File: src/rtl/spi_pkg.sv
// spi_pkg: shared types for the configurable SPI master.
// Sequencer states and SPI mode encodings ({cpol, cpha}).
package spi_pkg;

  typedef enum logic [2:0] {
    IDLE,
    GAP,
    SETUP,
    XFER,
    TAIL
  } spi_state_e;

  localparam logic [1:0] MODE0 = 2'b00;
  localparam logic [1:0] MODE1 = 2'b01;
  localparam logic [1:0] MODE2 = 2'b10;
  localparam logic [1:0] MODE3 = 2'b11;

endpackage

File: src/rtl/spi_clkgen.sv
// spi_clkgen: half-period tick generator for the SPI master.
// Down-counter reloads with div_i; ticks every div_i+1 enabled cycles.
module spi_clkgen #(
  parameter int DIV_W = 8
) (
  input  logic             clk,
  input  logic             rst,
  input  logic             en_i,
  input  logic [DIV_W-1:0] div_i,
  output logic             tick_o
);

  logic [DIV_W-1:0] cnt_q, cnt_d;

  // Reload while disabled or on tick, otherwise count down
  always_comb begin
    cnt_d = cnt_q - 1'b1;
    if (!en_i || cnt_q == '0) cnt_d = div_i;
  end

  // Counter register
  always_ff @(posedge clk) begin
    if (rst) cnt_q <= '0;
    else     cnt_q <= cnt_d;
  end

  assign tick_o = en_i && (cnt_q == '0);

endmodule

File: src/rtl/spi_master_cfg.sv
// spi_master_cfg: SPI master with runtime mode, width and divider.
// Sequencer, edge counter, shift registers and held chip select.
module spi_master_cfg
  import spi_pkg::*;
#(
  parameter int  DATA_W = 8,
  parameter int  CS_N   = 1,
  parameter int  DIV_W  = 8,
  localparam int SEL_W  = (CS_N > 1) ? $clog2(CS_N) : 1
) (
  input  logic              clk,
  input  logic              rst,
  input  logic              start,
  input  logic [DATA_W-1:0] data_in,
  input  logic [DIV_W-1:0]  clk_div,
  input  logic              cpol,
  input  logic              cpha,
  input  logic              lsb_first,
  input  logic [SEL_W-1:0]  cs_sel,
  input  logic              hold_cs,
  output logic [DATA_W-1:0] data_out,
  output logic              new_data,
  output logic              busy,
  output logic              sck,
  output logic              mosi,
  input  logic              miso,
  output logic [CS_N-1:0]   cs_n
);

  localparam int CNT_W = $clog2(2 * DATA_W);
  localparam logic [CNT_W-1:0] LAST = CNT_W'(2 * DATA_W - 1);

  spi_state_e        state_q, state_d;
  logic [CNT_W-1:0]  cnt_q, cnt_d;
  logic [DATA_W-1:0] tx_q, tx_d;
  logic [DATA_W-1:0] rx_q, rx_d;
  logic [DATA_W-1:0] dout_q, dout_d;
  logic              nd_q, nd_d;
  logic              sck_q, sck_d;
  logic              mosi_q, mosi_d;
  logic [CS_N-1:0]   cs_n_q, cs_n_d;
  logic [DIV_W-1:0]  div_q, div_d;
  logic              cpol_q, cpol_d;
  logic              cpha_q, cpha_d;
  logic              lsb_q, lsb_d;
  logic [SEL_W-1:0]  sel_q, sel_d;
  logic              hcs_q, hcs_d;
  logic              held_q, held_d;
  logic              tick, lead, cs_en;

  function automatic logic head(
    input logic [DATA_W-1:0] w,
    input logic              lsb
  );
    return lsb ? w[0] : w[DATA_W-1];
  endfunction

  function automatic logic [DATA_W-1:0] shift(
    input logic [DATA_W-1:0] w,
    input logic              lsb
  );
    return lsb ? (w >> 1) : (w << 1);
  endfunction

  spi_clkgen #(
    .DIV_W (DIV_W)
  ) u_clkgen (
    .clk    (clk),
    .rst    (rst),
    .en_i   (state_q != IDLE),
    .div_i  ((state_q == IDLE) ? clk_div : div_q),
    .tick_o (tick)
  );

  // Next-state, datapath and chip-select decode
  always_comb begin
    state_d = state_q;
    cnt_d   = cnt_q;
    tx_d    = tx_q;
    rx_d    = rx_q;
    dout_d  = dout_q;
    nd_d    = 1'b0;
    sck_d   = sck_q;
    mosi_d  = mosi_q;
    div_d   = div_q;
    cpol_d  = cpol_q;
    cpha_d  = cpha_q;
    lsb_d   = lsb_q;
    sel_d   = sel_q;
    hcs_d   = hcs_q;
    held_d  = held_q;
    lead    = 1'b0;
    cs_en   = 1'b0;
    cs_n_d  = '1;
    unique case (state_q)
      IDLE: begin
        if (!held_q) sck_d = cpol;
        if (start) begin
          tx_d   = data_in;
          div_d  = clk_div;
          cpol_d = cpol;
          cpha_d = cpha;
          lsb_d  = lsb_first;
          sel_d  = cs_sel;
          hcs_d  = hold_cs;
          sck_d  = cpol;
          cnt_d  = '0;
          if (!cpha) mosi_d = head(data_in, lsb_first);
          if (held_q && sel_q != cs_sel) state_d = GAP;
          else                           state_d = SETUP;
        end
      end
      GAP: begin
        sck_d = cpol_q;
        if (tick) state_d = SETUP;
      end
      SETUP: begin
        sck_d = cpol_q;
        if (tick) state_d = XFER;
      end
      XFER: begin
        if (tick) begin
          lead  = ~cnt_q[0];
          sck_d = ~sck_q;
          cnt_d = cnt_q + 1'b1;
          if (lead ^ cpha_q) begin
            rx_d = lsb_q ? {miso, rx_q[DATA_W-1:1]}
                         : {rx_q[DATA_W-2:0], miso};
          end else if (cpha_q) begin
            mosi_d = head(tx_q, lsb_q);
            tx_d   = shift(tx_q, lsb_q);
          end else begin
            tx_d   = shift(tx_q, lsb_q);
            mosi_d = head(tx_d, lsb_q);
          end
          if (cnt_q == LAST) state_d = TAIL;
        end
      end
      TAIL: begin
        sck_d = cpol_q;
        if (tick) begin
          state_d = IDLE;
          nd_d    = 1'b1;
          dout_d  = rx_q;
          held_d  = hcs_q;
        end
      end
      default: state_d = IDLE;
    endcase
    cs_en = (state_d inside {SETUP, XFER, TAIL}) ||
            (state_d == IDLE && held_d);
    for (int i = 0; i < CS_N; i++) begin
      cs_n_d[i] = !(cs_en && (int'(sel_d) == i));
    end
  end

  // State and datapath registers
  always_ff @(posedge clk) begin
    if (rst) begin
      state_q <= IDLE;
      cnt_q   <= '0;
      tx_q    <= '0;
      rx_q    <= '0;
      dout_q  <= '0;
      nd_q    <= 1'b0;
      sck_q   <= 1'b0;
      mosi_q  <= 1'b0;
      cs_n_q  <= '1;
      div_q   <= '0;
      cpol_q  <= 1'b0;
      cpha_q  <= 1'b0;
      lsb_q   <= 1'b0;
      sel_q   <= '0;
      hcs_q   <= 1'b0;
      held_q  <= 1'b0;
    end else begin
      state_q <= state_d;
      cnt_q   <= cnt_d;
      tx_q    <= tx_d;
      rx_q    <= rx_d;
      dout_q  <= dout_d;
      nd_q    <= nd_d;
      sck_q   <= sck_d;
      mosi_q  <= mosi_d;
      cs_n_q  <= cs_n_d;
      div_q   <= div_d;
      cpol_q  <= cpol_d;
      cpha_q  <= cpha_d;
      lsb_q   <= lsb_d;
      sel_q   <= sel_d;
      hcs_q   <= hcs_d;
      held_q  <= held_d;
    end
  end

  assign data_out = dout_q;
  assign new_data = nd_q;
  assign busy     = (state_q != IDLE);
  assign sck      = sck_q;
  assign mosi     = mosi_q;
  assign cs_n     = cs_n_q;

endmodule

File: config.mk
export PLATFORM = sky130hd
export DESIGN_NAME = spi_master_cfg
export DESIGN_NICKNAME = d
export VERILOG_FILES = /design/src/rtl/spi_pkg.sv /design/src/rtl/spi_clkgen.sv /design/src/rtl/spi_master_cfg.sv
export SDC_FILE = /design/constraint.sdc
export NUM_CORES = 1
export LEC_CHECK = 0
export CAP_MARGIN = 30
export CORE_ASPECT_RATIO = 0.6
export CORE_UTILIZATION = 45
export CTS_BUF_LIST = sky130_fd_sc_hd__clkbuf_4 sky130_fd_sc_hd__clkbuf_8
export CTS_CLUSTER_DIAMETER = 200
export DETAILED_ROUTE_END_ITERATION = 10
export HOLD_SLACK_MARGIN = 0.15
export PLACE_DENSITY = 0.67
export RECOVER_POWER = 100
export SLEW_MARGIN = 20
export SYNTH_ARGS = -nofsm -noshare
export SYNTH_HDL_FRONTEND = slang
export SYNTH_SLANG_ARGS = --single-unit
File: constraint.sdc
create_clock -name clk -period 2.7 [get_ports clk]
set_clock_uncertainty 0.2 [all_clocks]
set_input_delay 0.54 -clock clk [delete_from_list [all_inputs] [get_ports clk]]
set_output_delay 0.54 -clock clk [all_outputs]
set_load 0.01 [all_outputs]
-- Word-level counts from Yosys, hierarchy flattened
Index checks and enable logic that the tools add are counted.
Widths: inputs -> output; s select.
- $add $sub $neg: 2
- eq/ne operators: 14
- mux-type cells: 37
- bitwise operators: 5
- reductions and logical operators: 24
- operators by type and width (operator ; number):
    $mux 8 ; 7
    $mux 3 ; 6
    $mux 1 ; 16
    $pmux 8 s2 ; 1
    $pmux 3 s5 ; 1
    $eq 3x2->1 const B ; 4
    $reduce_and 3->1 ; 3
    $reduce_bool 3->1 ; 3
    $logic_not 8->1 ; 1
    $mux 4 ; 2
    $ne 2x2->1 const B ; 4
    $pmux 4 s2 ; 1
    $sub 8x1->8 const B ; 1
    $eq 3x3->1 const B ; 2
    $logic_not 3->1 ; 2
    $reduce_and 5->1 ; 1
    $add 4x1->4 const B ; 1
    $eq 4x4->1 const B ; 1
    $logic_and 1x1->1 ; 4
    $not 1->1 ; 4
    $reduce_and 2->1 ; 2
    $reduce_and 4->1 ; 1
    $eq 3x1->1 const B ; 1
    $ne 3x3->1 const B ; 1
    other kinds (10) ; 12
- register bits after elaboration: 57
- output and inout bits: 13
- word-level logic and storage cells: 99

-- Logic depth before layout (Yosys ltp)
Gate-level depths: netlist of the first run.
- depth in word-level cells: 10
- mapped depth: 8
- depth with buffers taken out: 6

-- Modules after synthesis
Synthesis of the first run repeated with hierarchy kept, for this count alone.
- cell total of the unflattened synthesis: 349
- area, all modules: 2937.8 µm²
- modules (own cells, without submodules) (module ; times used ; cells an instance ; area each (µm²)):
    spi_master_cfg ; 1 ; 299 ; 2457.4
    spi_clkgen ; 1 ; 50 ; 480.5

-- Worst setup path after synthesis of the first run
No wires, ideal clock.
- path type: register -> register
- from: register u_clkgen.cnt_q[0]
- to: register rx_q[5]
- data arrival time: 1.827 ns
- data required time: 2.421 ns
- path slack: 0.594 ns
- cell stages (with the launch flop): 9
- buffers on the path: 2
- period minus slack after synthesis: 2.106 ns
- path through: dfxtp_1 > inv_1 > ha_1 > or3b_1 > buf_2 > nor4_4 > buf_6 > nor2_1 > a211oi_2
- longest elaborated chain between the ends: 3
- RTL lines (item ; RTL line ; source):
    start: declaration ; spi_clkgen.sv:13 ; logic [DIV_W-1:0] cnt_q, cnt_d;
    start signal: assignment ; spi_clkgen.sv:24 ; else cnt_q <= cnt_d;
    $logic_not 8->1 ; spi_clkgen.sv:27 ; assign tick_o = en_i && (cnt_q == '0);
    $logic_and 1x1->1 ; spi_clkgen.sv:27 ;
    $reduce_and 3->1 (no source line) ; n/a ;
    end signal: assignment ; spi_master_cfg.sv:180 ; rx_q <= rx_d;
    end: declaration ; spi_master_cfg.sv:36 ; logic [DATA_W-1:0] rx_q, rx_d;
No other way between the ends.
A chain may end at the register's enable or synchronous reset.

-- Worst setup path in the final report of the first run
- from: register u_clkgen.cnt_q[1]
- to: register cs_n_q (netlist: cs_n)
- longest elaborated chain between the ends: 9
- RTL lines (item ; RTL line ; source):
    $logic_not 8->1 (*) ; spi_clkgen.sv:27 ;
    $logic_and 1x1->1 (*) ; spi_clkgen.sv:27 ;
    $mux 3, on equally long branches ; n/a ;
    $pmux 3 s5 ; spi_master_cfg.sv:95 ; unique case (state_q)
    $eq 3x2->1 (tied with other cells) ; spi_master_cfg.sv:150 ; cs_en = (state_d inside {SETUP, XFER, TAIL}) ||
    $reduce_bool 3->1 or $logic_and 1x1->1 (tied branches) ; spi_master_cfg.sv:150, spi_master_cfg.sv:151 ;
    $logic_or 1x1->1 (*) ; spi_master_cfg.sv:150 ;
    $logic_and 1x1->1 (*) ; spi_master_cfg.sv:153 ; cs_n_d[i] = !(cs_en && (int'(sel_d) == i));
    $logic_not 1->1 (*) ; spi_master_cfg.sv:153 ;
    end signal: assignment ; spi_master_cfg.sv:185 ; cs_n_q <= cs_n_d;
    end: declaration ; spi_master_cfg.sv:41 ; logic [CS_N-1:0] cs_n_q, cs_n_d;
Mark *: on every way between the ends. The rest lies on a longest branch, timed or not.

==> impl_results.md, run 1 <==
- Die width: 105 microns
- CTS buffer count: 9
- Initial antenna violation count: 0
- Buffers added on ports: 37
- Switching part of the total: 0.327
- Worst Hold Class: flip-flop to flip-flop
- Tot Pwr: 2.96 mW
- Register bit total from synthesis: 57
- DRC viols: 0
- Ys async rst share: 0
- Most frequent cell after synthesis: dfxtp_1
- Total congestion overflow: 0
- Chip Height: 63.9 microns
- Fin. Hold Viols: 0
- Power per cell area: roughly 800 nW/um^2
- Avg WL per Cell: 15.8 microns
- Post-synth EDFFs: 0
- First-pass GRT wire length: 12,300 microns
- Setup TNS Final: 0 ns
- Worst Setup Start Kind: flip-flop
- Seq pwr share: 0.347
- Fin nets: 402
- Share of the synthesized area in the top cell type: 0.397
- Initial drt markers: ~190
- Core ar.: 6140 sq um
- P_sw: 0.968 mW
- Detailed Routing Iterations Pass 1: 4
- Ant. Diodes: 0
- F_max: 403 MHz
- CTS tree: done
- # Post-CTS Setup Buffers: 0
- Crit path kind: flip-flop to flip-flop
- VDD IR max: 0.000363 V
- # IOs: 38
- Synth Net Count: 362
- Placed insts: 447
- Vias: around 2,600
- Total GRT Usage: 0.236
- Syn avg cell area: roughly 8.6 sq um
- Mapped Area: 2870 sq um
- MaxCap Viol Count: 0
- Worst-path clk slew: around 0.07 ns
- Share of cells above drive strength 1: 0.103
- # hold bufs at CTS: 0
- PostCTS Resize Cnt: 0
- Drt via density: 5.65
- Clock sink total: 57
- Clock power frac: 0.350
- Synth top cells by count: 57 x dfxtp_1, 45 x nand2_1, 37 x a21oi_1
- Worst skew pair latency: 0.34 ns
- CTS root buf: clkbuf_8
- Routed wire length: 7290 microns
- Count of pins over their slew limit: 0
- P&R area growth vs syn: 25.0%
- Internal power: 1.99 mW
- Synth area leaders: dfxtp_1 40%, mux2i_1 8.7%, a21oi_1 6.4%, nand2_1 5.9%, nor2_1 3.7%
- Syn Inst Count: 334
- Vias in the first global route: 2,458
- Yosys top cell by area: dfxtp_1
- Die area: 6710 sq um
- Data required time at the worst endpoint: 2.76 ns
- Final std cells w/o fill: 463
- Static leakage: 1.35 nW
- Period utilization: 0.919
- Worst slew pin tran: 0.730 ns
- Post-DRT Antenna Nets: 0
- Combinational power share: 0.303
- Crit end category: flip-flop
- Initial Utilization: 0.468
- Rows: 22
- Main synth FF type: dfxtp_1
- Outcome: finished clean
- GP Congestion: 0.854
- Htree depth: 3
- RSZ-0062 raised after global routing: no
- Count of cell types in the netlist: 58
- Register area share after synthesis: 0.397
- Dpl hpwl: ~5000 microns
- Slew headroom: 0.513
- Synth warn: 0
- Clk buf depth: 2
- Worst path arrival time: 2.54 ns
- Crit path max fanout: 10
- Minimum clock period after layout: 2.48 ns
- Hold WS: 0.256 ns
- Largest net degree at the start of global routing: 31
- Final setup fails: 0
[layer usage]
| metal | vias to the layer above | share of wire | track usage |
|---|---|---|---|
| met5 | - | 0 | 0 |
| met4 | 0 | 0.0093 | 0.0775 |
| met3 | 7 | 0.059 | 0.0673 |
| met2 | 76 | 0.39 | 0.316 |
| met1 | 1224 | 0.54 | 0.353 |
| li1 | 1310 | - | - |
[final timing paths]
kind / from / to / slack (ns) / cells past startpoint
worst max-delay path: u_clkgen.cnt_q[1] / cs_n / 0.22 / 6
worst min-delay path: div_q[5] / div_q[5] / 0.26 / 2
worst max register to register: u_clkgen.cnt_q[1] / cs_n / 0.22 / 6
worst min register to register: div_q[5] / div_q[5] / 0.26 / 2
[state kept, by name, summed over array words and instances, names as in the netlist]
| signal | flops |
|---|---|
| u_clkgen.cnt_q | 8 |
| mosi | 1 |
| hcs_q | 1 |
| data_out | 8 |
| cpol_q | 1 |
| state_q | 3 |
| lsb_q | 1 |
| held_q | 1 |
| cpha_q | 1 |
| new_data | 1 |
| rx_q | 8 |
| sck | 1 |
| tx_q | 8 |
| cs_n | 1 |
| cnt_q | 4 |
| sel_q | 1 |
| div_q | 8 |
[kinds of logic (layout without fill, tap and decap cells)]
logic type	after synthesis	count (layout)	share of synthesized area
XOR/XNOR	7	7	0.0214
flip-flops	57	57	0.397
multiplexers	26	26	0.0950
buffers and inverters	29	74	0.0444
AND/OR/NAND/NOR	118	118	0.208
adder cells (fa/ha/maj)	3	3	0.0131
AO/OA/AOI/OAI	94	94	0.221
[placed cells by master (no fill, tap or decap), types with 2 or more instances in the layout]
cell / count
dfxtp_1: 57
clkdlybuf4s50_1: 23
a311oi_1: 3
o211ai_1: 5
nor4_1: 3
nor3_1: 7
clkbuf_1: 3
bufinv_16: 3
nand3_1: 8
nor3b_1: 3
clkbuf_8: 12
xnor2_1: 3
nand3b_1: 4
o2111ai_1: 7
dlygate4sd3_1: 13
a2bb2oi_1: 3
o41ai_1: 2
nand2_1: 45
mux2i_1: 25
a211oi_1: 10
o21ai_0: 13
a311o_1: 2
ha_1: 3
nor2_1: 29
xor2_1: 4
nand4_1: 4
a21o_1: 2
buf_4: 12
a21oi_1: 37
inv_1: 4
[worst max-delay path, stage by stage, from the launching register on]
cell and delay (ns):
dfxtp_1 0.42, inv_1 0.09, ha_1 0.21, or3b_1 0.50, nor2_1 0.23, o311ai_0 0.51, a2bb2oi_1 0.24
[power groups by stage]
stage | sequential [mW] | clock, mW | combinational [mW]
3_5_place_dp | 1.04 | 0 | 0.902
2_1_floorplan | 1.02 | 0 | 0.639
6_report | 1.03 | 1.03 | 0.896
5_1_grt | 1.04 | 1.10 | 0.981
4_1_cts | 1.02 | 1.06 | 0.907
3_3_place_gp | 1.04 | 0 | 0.889
[stage by stage]
step	utilization	worst slack [ns]	cell area [sq um]
2_1_floorplan	-	0.594	2870
3_3_place_gp	0.546	0.212	3350
3_5_place_dp	0.546	0.182	3350
4_1_cts	0.589	0.260	3620
5_1_grt	0.585	0.0983	3590
6_report	0.585	0.219	3590
[final cells by class]
type | instances | area (sq um)
Tap cell | 84 | 105
Multi-Input combinational cell | 248 | 1590
Clock buffer | 12 | 165
Clock inverter | 4 | 97.6
Sequential cell | 57 | 1140
Inverter | 5 | 18.8
Fill cell | 557 | 2550
Timing Repair Buffer | 53 | 472
Power figures use the tool's default switching activity.
==> run 2, diff against run 1 <==
Settings changed: CORE_UTILIZATION 45 to 55, PLACE_DENSITY 0.67 to 0.8.
==> impl_results.md, run 2 (synthesis gave the netlist of run 1 again) <==
- Outcome: finished clean
- Commonest non-fill, non-tap cell in the layout: dfxtp_1
- Post-DRT Antenna Nets: 0
- CP max-delay cell: clkdlybuf4s50_1
- VDD IR max: 0.000614 V
- Buffers added on ports: 37
- CTS tree: done
- Largest net degree at the start of global routing: 30
- PnR worst setup slack: 0.176 ns
- P&R area growth vs syn: 22.5%
- Power per cell area: roughly 790 nW/um^2
- Routed wire length: 7450 microns
- Pre-CTS WS: around 0.18 ns
- Clock sink total: 57
- Fillers: 375
- Slew headroom: 0.474
- Worst Hold Class: flip-flop to flip-flop
- Crit path max fanout: 14
- Clk buf depth: 2
- Vias: 2,715
- RSZ-0062 raised after global routing: no
- Worst slew pin tran: 0.790 ns
- Most frequent cells in the layout: 57 x dfxtp_1, 45 x nand2_1, 37 x a21oi_1
- Avg WL per Cell: around 17 microns
- Final std cells w/o fill: 441
- Total congestion overflow: 0
- CP Cell Sequence: nor3_1, clkinv_1, clkdlybuf4s50_1
- Initial antenna violation count: 0
- PostCTS Resize Cnt: 0
- Setup TNS Final: 0 ns
- # IOs: 38
- Count of pins over their slew limit: 0
- Worst Setup Start Kind: flip-flop
- Die area: 5520 sq um
- Final setup fails: 0
- Minimum clock period after layout: 2.52 ns
- Fin nets: 401
- Detailed Routing Iterations Pass 1: 5
- CTS root buf: clkbuf_8
- CTS buffer count: 9
- Total GRT Usage: 0.295
- Placed insts: about 430
- Drt via density: a little over 6
- # Post-CTS Setup Buffers: 0
- Vias in the first global route: 2,489
- F_max: 396 MHz
- Multi-input logic area: 1600 sq um
- Worst-path clk slew: 0.06 ns
- Initial drt markers: 238
- Worst path arrival time: 1.78 ns
- Crit path kind: flip-flop to primary output
- CP peak stage delay: 0.51 ns
- GP Congestion: slightly below 0.9
- Htree depth: 3
- DRC viols: 0
- Ant. Diodes: 0
- Period utilization: 0.935
- Die width: 95.3 microns
- Worst skew pair latency: ~0.34 ns
- Data required time at the worst endpoint: 1.96 ns
- Static leakage: 1.33 nW
- Chip Height: a little under 60 microns
- Crit end category: primary output
- Initial Utilization: 0.601
- Dpl hpwl: 5130 microns
- MaxCap Viol Count: 0
- Share of cells above drive strength 1: 0.106
- Rows: 19
- Core ar.: ~4800 sq um
- FF+latch area: 1140 sq um
- First-pass GRT wire length: about 12,000 microns
- # hold bufs at CTS: 0
- Fin. Hold Viols: 0
-- run 2: cell types whose count changed in the layout (fill, tap and decap cells not counted) --
| cell | change |
|---|---|
| a211oi_1 | -2 |
| a211oi_2 | +2 |
| buf_4 | -1 |
| clkinvlp_4 | -1 |
| clkinv_2 | +1 |
| clkbuf_4 | +2 |
| bufinv_16 | -2 |
-- run 2: worst max-delay path: cells and delay by family (launching register included) --
kind / cells / cell delay, ns
buffers and inverters: 2 / 0.65
DFF: 1 / 0.45
and+or+nand+nor: 1 / 0.34
-- run 2: final timing paths --
kind	endpoint	start	slack (ns)	cells past startpoint
setup / recovery	busy	state_q[0]	0.18	3
hold / removal	div_q[6]	div_q[6]	0.26	2
setup reg to reg	cs_n	u_clkgen.cnt_q[1]	0.26	6
hold reg to reg	div_q[6]	div_q[6]	0.26	2
-- run 2: cell type report --
cell class / instances / area share
multi-input cells: 248 / 0.455
flip-flops and latches: 57 / 0.324
repair buffers: 52 / 0.132
clock buffers: 14 / 0.0512
well taps: 63 / 0.0224
clock inverters: 2 / 0.00996
inverters: 5 / 0.00533
-- run 2: power breakdown --
part | internal [mW] | switching [mW]
Clock | 0.521 | 0.325
Sequential | 0.938 | 0.109
Combinational | 0.362 | 0.529
Total | 1.82 | 0.962
-- run 2: layer usage --
layer  global-route usage  part of all wire  wire [microns]  vias to the layer above
li1                     -                 -               -                     1306
met1                0.431              0.50            3700                     1280
met2                0.420              0.41            3060                      115
met3               0.0827             0.082             612                       14
met4               0.0909             0.011              84                        0
met5                    0                 0               0                        -
-- run 2: per-stage QoR --
stage | instance area (sq um) | hold slack (ns) | utilization | total power [mW]
finish | 3520 | 0.257 | 0.736 | 2.78
global route | 3520 | 0.288 | 0.736 | 2.93
CTS | 3530 | 0.260 | 0.740 | 2.79
detailed placement | 3320 | 0.251 | 0.695 | 1.93
global placement | 3320 | 0.245 | 0.695 | 1.92
floorplan | 2870 | 0.236 | - | 1.66
==> run 3, diff against run 2 <==
Settings changed: HOLD_SLACK_MARGIN 0.15 to default.
==> results of run 3 <==
Same layout as run 2: the final DEF is identical, and so are final timing and power.
==> patch, RTL diff (settings of run 3) <==
Register the input `data_in` before use. The logic sees it one clock later. The other inputs are not delayed to match.
--- a/src/rtl/spi_master_cfg.sv
+++ b/src/rtl/spi_master_cfg.sv
@@ -32,2 +32,8 @@
 
+  logic [DATA_W-1:0] data_q;
+
+  always_ff @(posedge clk) begin
+    data_q <= data_in;
+  end
+
   spi_state_e        state_q, state_d;
@@ -98,3 +104,3 @@
         if (start) begin
-          tx_d   = data_in;
+          tx_d   = data_q;
           div_d  = clk_div;
@@ -107,3 +113,3 @@
           cnt_d  = '0;
-          if (!cpha) mosi_d = head(data_in, lsb_first);
+          if (!cpha) mosi_d = head(data_q, lsb_first);
           if (held_q && sel_q != cs_sel) state_d = GAP;
Behaviour: not the same (a bounded check fails within 4 cycles, from zero or initial values and one cycle with rst high).
==> patch against run 3 <==
Total power up 5.2%; routed wire length down 10%; maximum frequency up 1.3%; global-route usage down 4.7 points; setup slack better by 0.032 ns; cell area up 2.0%; area after synthesis up 3.0%; sequential cell count up 8; critical path type unchanged.
==> patch: results (changes against run 3) <==
* Status: complete, no violations
* Pre-CTS setup slack at 0.295 ns (+0.118 ns)
* Syn_area_per_cell at 8.70 um2 (+1.1%)
* Pwr Total at 2.93 mW (+5.2%)
* Synth Area in Adders at 1.27% (-0.038 points)
* Arrival @ worst endpoint at 1.75 ns (-0.03 ns)
* Sw Pwr at 0.976 mW (+1.5%)
* Part of the power in registers at 40.5% (+2.9 points)
* Layout cell share with drive strength beyond 1 at 8.83% (-1.8 points)
* First-pass GRT wire length at 10.9 mm (-11%)
* Post-synthesis sequential area ratio at 44.0% (+4.3 points)
* Synth Area in Compound Gates at 14.9% (-7.2 points)
* Clock power frac at 28.2% (-2.2 points)
* Nets at 408 (+1.7%)
* Placed insts at 434 (+2.1%)
* Global Route Usage Sum at 24.8% (-4.7 points)
* R2r startpoint: state_q[0]
* Hold_ws at 0.257 ns (+0.0000520 ns)
* P_leak at 1.45 nW (+9.2%)
* Placed cell area at 3410 um2 (+2.7%)
* Top cells by count, synth: 65 x dfxtp_1, 50 x nand2_1, 44 x nor2_1, 36 x a21oi_1, 33 x mux2i_1
* DRT Wirelength at 6.67 mm (-10%)
* Reg-to-reg endpoint: tx_q[3]
* Number of global-route vias before repair at 2,218 (-11%)
* Dpl hpwl at 4.58 mm (-11%)
* 1st-iter DRT viols at 155 (-35%)
* Post-Synth XOR/XNOR Area at 2.37% (+0.23 points)
* Post-route insts no fill at 451 (+2.3%)
## patch: tightest hold or removal path: cells and delay by family (launching register included)
family	cells	cell delay [ns]
flip-flops	1	0.31
AND/OR/NAND/NOR	1	0.05
AO/OA/AOI/OAI	1	0.05
## patch: metal layers
metal  GRT usage (%)  share of wire (%)  vias up
met5               0                  0        -
met4            8.96               0.85        0
met3            8.08                8.4        7
met2            36.5                 43      103
met1            34.2                 48     1188
li1                -                  -     1265
## patch: area by class of cell
| class | instances | area (um2) |
|---|---|---|
| clock inverter | 3 | 40.0 |
| multi-input combinational | 249 | 1530 |
| inverter | 5 | 18.8 |
| clock buffer | 13 | 160 |
| fill | 405 | 1520 |
| tap | 66 | 82.6 |
| timing repair buffer | 50 | 460 |
| sequential | 65 | 1300 |
## patch: cells by family after synthesis
kind of cell | Yosys count
flip-flops | 65
AND/OR/NAND/NOR | 133
multiplexers | 35
buffers and inverters | 26
AO/OA/AOI/OAI | 70
adder cells (fa/ha/maj) | 3
XOR/XNOR | 8
